`config.mk`:
```
export PLATFORM = sky130hd
export DESIGN_NAME = fetch_unit
export DESIGN_NICKNAME = d
export VERILOG_FILES = /design/src/rtl/fetch_unit.sv
export SDC_FILE = /design/constraint.sdc
export NUM_CORES = 1
export LEC_CHECK = 0
export CAP_MARGIN = 15
export CELL_PAD_IN_SITES_DETAIL_PLACEMENT = 0
export CELL_PAD_IN_SITES_GLOBAL_PLACEMENT = 2
export CORE_MARGIN = 5
export CORE_UTILIZATION = 33
export DETAILED_ROUTE_END_ITERATION = 16
export MAX_ROUTING_LAYER = met4
export PLACE_DENSITY = 0.81
export SETUP_SLACK_MARGIN = 0.5
export SLEW_MARGIN = 15
export SYNTH_ARGS = -nofsm -noshare
export SYNTH_HDL_FRONTEND = slang
export SYNTH_SLANG_ARGS = --single-unit
```
`constraint.sdc`:
```
create_clock -name clk -period 5.23 [get_ports clk]
set_input_delay 1.3075 -clock clk [delete_from_list [all_inputs] [get_ports clk]]
set_output_delay 1.3075 -clock clk [all_outputs]
set_load 0.03 [all_outputs]
```
`src/rtl/fetch_unit.sv`:
```
// rtl/fetch_unit.sv - IF stage: PC, single-outstanding instruction fetch, one-entry stall buffer, redirect flush.
// Optional macro FETCH_ACCESS_FAULT_EN adds iresp_err and INSTRUCTION_ACCESS_FAULT records.
module fetch_unit #(
   parameter logic [63:0] RESET_PC = 64'h0000_0000_8000_0000
) (
   input  logic         clk,
   input  logic         rst,
   output logic         ireq_valid,
   output logic [63:0]  ireq_addr,
   input  logic         iresp_data_ok,
   input  logic [31:0]  iresp_data,
`ifdef FETCH_ACCESS_FAULT_EN
   input  logic         iresp_err,
`endif
   input  logic         JumpEn,
   input  logic [63:0]  jumpAddr,
   output logic         ok_to_proceed,
   input  logic         ok_to_proceed_overall,
   // REG_IF_ID: {valid, pc, pcPlus4, instr, instrAddr, exception_valid, exception[3:0]}
   output logic [229:0] moduleOut
);

   localparam logic [1:0] ST_FETCH = 2'd0;
   localparam logic [1:0] ST_READY = 2'd1;
   localparam logic [1:0] ST_FLUSH = 2'd2;

   localparam logic [3:0] EXC_INSTR_MISALIGNED = 4'd0;
   localparam logic [3:0] EXC_INSTR_ACCESS     = 4'd1;
   localparam logic [3:0] EXC_NONE             = 4'd15;

   logic [1:0]  state_q, state_d;
   logic [63:0] pc_q, pc_d;
   logic [63:0] req_addr_q, req_addr_d;
   logic [31:0] buf_instr_q, buf_instr_d;
   logic        buf_err_q, buf_err_d;

   logic        out_valid_q, out_valid_d;
   logic [63:0] out_pc_q, out_pc_d;
   logic [63:0] out_pc4_q, out_pc4_d;
   logic [31:0] out_instr_q, out_instr_d;
   logic        out_exc_valid_q, out_exc_valid_d;
   logic [3:0]  out_exc_q, out_exc_d;

   logic        misaligned;
   logic        redirect;
   logic        resp_err;
   logic        do_emit;
   logic [31:0] emit_instr;
   logic        emit_exc_valid;
   logic [3:0]  emit_exc;

`ifdef FETCH_ACCESS_FAULT_EN
   assign resp_err = iresp_err;
`else
   assign resp_err = 1'b0;
`endif

   assign misaligned = (pc_q[1:0] != 2'b00);
   assign redirect   = JumpEn & ok_to_proceed_overall;

   assign moduleOut = {out_valid_q, out_pc_q, out_pc4_q, out_instr_q, out_pc_q,
                       out_exc_valid_q, out_exc_q};

   // Bus outputs depend only on registered state, never on iresp_*.
   always_comb begin
      ireq_valid    = 1'b0;
      ireq_addr     = pc_q;
      ok_to_proceed = 1'b0;
      case (state_q)
         ST_FETCH: begin
            ireq_valid    = ~misaligned;
            ok_to_proceed = iresp_data_ok | JumpEn | misaligned;
         end
         ST_READY: ok_to_proceed = 1'b1;
         ST_FLUSH: begin
            ireq_valid    = 1'b1;
            ireq_addr     = req_addr_q;
            ok_to_proceed = JumpEn;
         end
         default: ;
      endcase
   end

   always_comb begin
      state_d         = state_q;
      pc_d            = pc_q;
      req_addr_d      = req_addr_q;
      buf_instr_d     = buf_instr_q;
      buf_err_d       = buf_err_q;
      out_valid_d     = out_valid_q;
      out_pc_d        = out_pc_q;
      out_pc4_d       = out_pc4_q;
      out_instr_d     = out_instr_q;
      out_exc_valid_d = out_exc_valid_q;
      out_exc_d       = out_exc_q;
      do_emit         = 1'b0;
      emit_instr      = 32'd0;
      emit_exc_valid  = 1'b0;
      emit_exc        = EXC_NONE;

      case (state_q)
         ST_FETCH: begin
            // A misaligned pc never issued a request, so a redirect here has nothing to flush.
            if (misaligned) begin
               do_emit        = ok_to_proceed_overall;
               emit_exc_valid = 1'b1;
               emit_exc       = EXC_INSTR_MISALIGNED;
            end else if (iresp_data_ok) begin
               if (ok_to_proceed_overall) begin
                  do_emit        = 1'b1;
                  emit_instr     = resp_err ? 32'd0 : iresp_data;
                  emit_exc_valid = resp_err;
                  emit_exc       = resp_err ? EXC_INSTR_ACCESS : EXC_NONE;
               end else begin
                  buf_instr_d = iresp_data;
                  buf_err_d   = resp_err;
                  state_d     = ST_READY;
               end
            end else if (redirect) begin
               req_addr_d = pc_q;
               state_d    = ST_FLUSH;
            end
         end
         ST_READY: begin
            if (ok_to_proceed_overall) begin
               do_emit        = 1'b1;
               emit_instr     = buf_err_q ? 32'd0 : buf_instr_q;
               emit_exc_valid = buf_err_q;
               emit_exc       = buf_err_q ? EXC_INSTR_ACCESS : EXC_NONE;
               state_d        = ST_FETCH;
            end
         end
         ST_FLUSH: begin
            if (iresp_data_ok) state_d = ST_FETCH;
         end
         default: state_d = ST_FETCH;
      endcase

      if (redirect) begin
         pc_d            = jumpAddr;
         out_valid_d     = 1'b0;
         out_exc_valid_d = 1'b0;
      end else if (do_emit) begin
         out_valid_d     = 1'b1;
         out_pc_d        = pc_q;
         out_pc4_d       = pc_q + 64'd4;
         out_instr_d     = emit_instr;
         out_exc_valid_d = emit_exc_valid;
         out_exc_d       = emit_exc;
         pc_d            = pc_q + 64'd4;
      end else if (ok_to_proceed_overall) begin
         out_valid_d = 1'b0;
      end
   end

   always_ff @(posedge clk or negedge rst) begin
      if (!rst) begin
         state_q         <= ST_FETCH;
         pc_q            <= RESET_PC;
         req_addr_q      <= RESET_PC;
         buf_instr_q     <= 32'd0;
         buf_err_q       <= 1'b0;
         out_valid_q     <= 1'b0;
         out_pc_q        <= 64'd0;
         out_pc4_q       <= 64'd0;
         out_instr_q     <= 32'd0;
         out_exc_valid_q <= 1'b0;
         out_exc_q       <= EXC_NONE;
      end else begin
         state_q         <= state_d;
         pc_q            <= pc_d;
         req_addr_q      <= req_addr_d;
         buf_instr_q     <= buf_instr_d;
         buf_err_q       <= buf_err_d;
         out_valid_q     <= out_valid_d;
         out_pc_q        <= out_pc_d;
         out_pc4_q       <= out_pc4_d;
         out_instr_q     <= out_instr_d;
         out_exc_valid_q <= out_exc_valid_d;
         out_exc_q       <= out_exc_d;
      end
   end

endmodule
```
==> results.py <==
metrics = {
    "synthesis": {
        "yosysMostFrequentCell": "dfrtp_1",
        "seq_area_frac_synth_pct": 49.6,
        "ys.flop_type": "dfrtp_1",
        "postSynth.asyncResetShare_pct": 100,
        "synthTopCellsByArea": "dfrtp_1 (49%), mux2_2 (10%), nand2_1 (7.1%)",
        "ys_warn_count": 0,
        "syn_nets": 1754,
        "synth_edf_count": 0,
        "yosys.area.top_type_share_pct": 48.9,
        "syn_area_um2": 16400,
        "syn-mean-instance-area_um2": 9.94,
        "yosysTopAreaCell": "dfrtp_1",
        "synth.distinct_cells": 67,
        "synthCells": 1652,
        "ys_seq_elements": 325,
        "synthTopCellsByCount": "dfrtp_1 (321), nand2_1 (311), mux2_2 (152)",
    },
    "drt": {
        "drc": 0,
        "drt-initial-drc-count": 936,
        "ant_nets": 0,
        "postRouteWirelength_mm": 58.9,
        "first_pass_iters": 6,
        "wl_per_cell_um": 22.6,
        "routed_via_density": 5.21,
        "num_vias": 13600,
    },
    "setup_path": {
        "critPathRequiredTime_ns": 3.92,
        "start_kind": "flop",
        "cp_cell_sequence": "nor2b_4 > buf_4 > mux2_2 > clkdlybuf4s50_1",
        "slowest_stage": "dfrtp_1",
        "slowest_delay_ns": 0.61,
        "crit_type": "reg2out",
        "critPathCaptureType": "primary output",
        "reg2reg_from": "pc_q[2]",
        "worstRegToRegCells": 6,
        "crit_path_max_fanout": 33,
        "cp_data_arrival_time_ns": 2.93,
        "worst-r2r-setup-slack_ns": 2.12,
        "r2r-end": "pc_q[58]",
    },
    "timing": {
        "fmax_ghz": 0.236,
        "drv_slew": 0,
        "period_share_pct": 81.1,
        "finalSetupTns_ns": 0,
        "skew_ns": 0.0249,
        "setup_violations": 0,
        "rsz0062_at_grt": "no",
        "relSlewSlack_pct": 31.0,
        "worst_slack_ns": 0.988,
        "report.final.hold_viol_count": 0,
        "fin_crit_ns": 4.24,
        "whs_ns": 0.475,
        "worst_slew_pin_slew_ns": 1.03,
    },
    "floorplan": {
        "rows": 81,
        "core_region_area_um2": 49100,
        "die_area_um2": 54300,
        "dieWidth_um": 233,
        "start_util_pct": 33.5,
        "die_h_um": 233,
        "ioPinCount": 397,
    },
    "placed_design": {
        "gp_congestion": 0.825,
        "dp_slack_ns": 1.07,
        "dpl.hpwl_mm": 42.2,
        "port_buffers": 396,
    },
    "clocking": {
        "cts_hold_buf": 0,
        "clk_latency_ns": 0.56,
        "clk_pin_slew_ns": 0.06,
        "numCtsBuffers": 40,
        "cts_tree": "built",
        "cts_max_path_buffers": 3,
        "cts_root_buf": "clkbuf_16",
        "postCtsSetupBuffers": 0,
        "post_cts_resized": 0,
        "htreeDepth": 2,
        "cts.sinks": 325,
    },
    "grt": {
        "grt_pass1_wl_mm": 88.0,
        "grt_pass1_vias": 13700,
        "grt_overflow_total": 0,
        "antenna_found_initial": 4,
        "grt_start_max_net_pins": 98,
        "track_usage_pct": 21.6,
    },
    "status": {
        "status": "finished clean",
    },
    "run": {
        "cap_violations": 0,
    },
    "power": {
        "ir_drop_mv": 0.276,
        "finalPower_w": 0.0101,
        "p_leak_nw": 9.18,
        "p_per_area_nw_per_um2": 466,
    },
    "layout": {
        "nets": 2010,
        "area_delta_synth_final_pct": 32.4,
        "drive_gt1_share_pct": 14.8,
    },
    "worst_hold_path": {
        "whs_path_depth": 2,
        "holdPathEnd": "out_pc4_q[44]",
        "hp-class": "reg2reg",
        "min_from": "out_pc4_q[44]",
    },
}
## sequential cells by signal, summed over array words and instances (netlist names), 2 cells and up
signal,flops
out_instr_q,32
out_pc_q,64
buf_instr_q,32
state_q,2
pc_q,64
out_pc4_q,62
out_exc_q,2
req_addr_q,64
## power breakdown
part | switching [W] | total (W) | internal, W
registers | 0.000612 | 0.00382 | 0.00320
logic | 0.00200 | 0.00353 | 0.00153
clock network | 0.00111 | 0.00278 | 0.00167
total | 0.00372 | 0.0101 | 0.00640
## routing by layer
| metal | track usage, % | part of all wire, % | routed length, µm |
|---|---|---|---|
| met3 | 4.80 | 6.8 | 4010 |
| met2 | 34.3 | 48 | 28300 |
| met5 | - | 0 | 0 |
| met1 | 28.4 | 43 | 25600 |
| met4 | 4.95 | 1.7 | 1000 |
## kinds of logic after synthesis
kind of cell	Yosys count	synth area share [%]
flip-flops	325	49.6
adder cells (fa/ha/maj)	1	0.0762
XOR/XNOR	39	2.08
AND/OR/NAND/NOR	664	19.6
buffers and inverters	220	7.37
AO/OA/AOI/OAI	235	9.87
multiplexers	168	11.4
## stage by stage
step           area, µm²  util, %  instances
6_report           21700     44.3       2608
5_1_grt            21700     44.3       2606
4_1_cts            21700     44.3       2602
3_5_place_dp       20400     41.6       2530
3_3_place_gp       20400     41.6       2530
2_1_floorplan      16400        -       1652
## worst max-delay path: cells and delay by family (launching register included)
family	cells	cell delay, ns
flops	1	0.61
mux	1	0.42
buf+inv	2	1.04
simple gates	1	0.23
## cells in the final DEF, fill, tap and decap left out, drive strengths merged, types with 34 or more instances in the layout
| cell | instances |
|---|---|
| buf | 34 |
| clkbuf | 59 |
| clkdlybuf4s50 | 394 |
| dfrtp | 321 |
| mux2 | 153 |
| nand2 | 311 |
| nand3 | 55 |
| nand4 | 37 |
| nor2 | 108 |
| o21ai | 74 |
## final cells by class
cell class	count	area, µm²
Fill cell	4791	27300
Sequential cell	325	8140
Multi-Input combinational cell	1107	7120
Timing Repair Buffer	428	4290
Clock buffer	59	1180
Tap cell	664	831
Clock inverter	13	133
Inverter	6	22.5
Antenna cell	6	15.0
## worst max path at each step
stage,start,slack [ns],cells after the start,to
2_1_floorplan,JumpEn,1.73,3,ok_to_proceed
3_3_place_gp,iresp_data_ok,1.14,7,out_instr_q[31]
3_5_place_dp,iresp_data_ok,1.07,7,out_instr_q[19]
4_1_cts,state_q[1],1.0,4,ireq_addr[36]
5_1_grt,state_q[1],0.88,4,ireq_addr[26]
6_report,state_q[1],0.99,4,ireq_addr[36]
(Power assumes the default switching activity.)
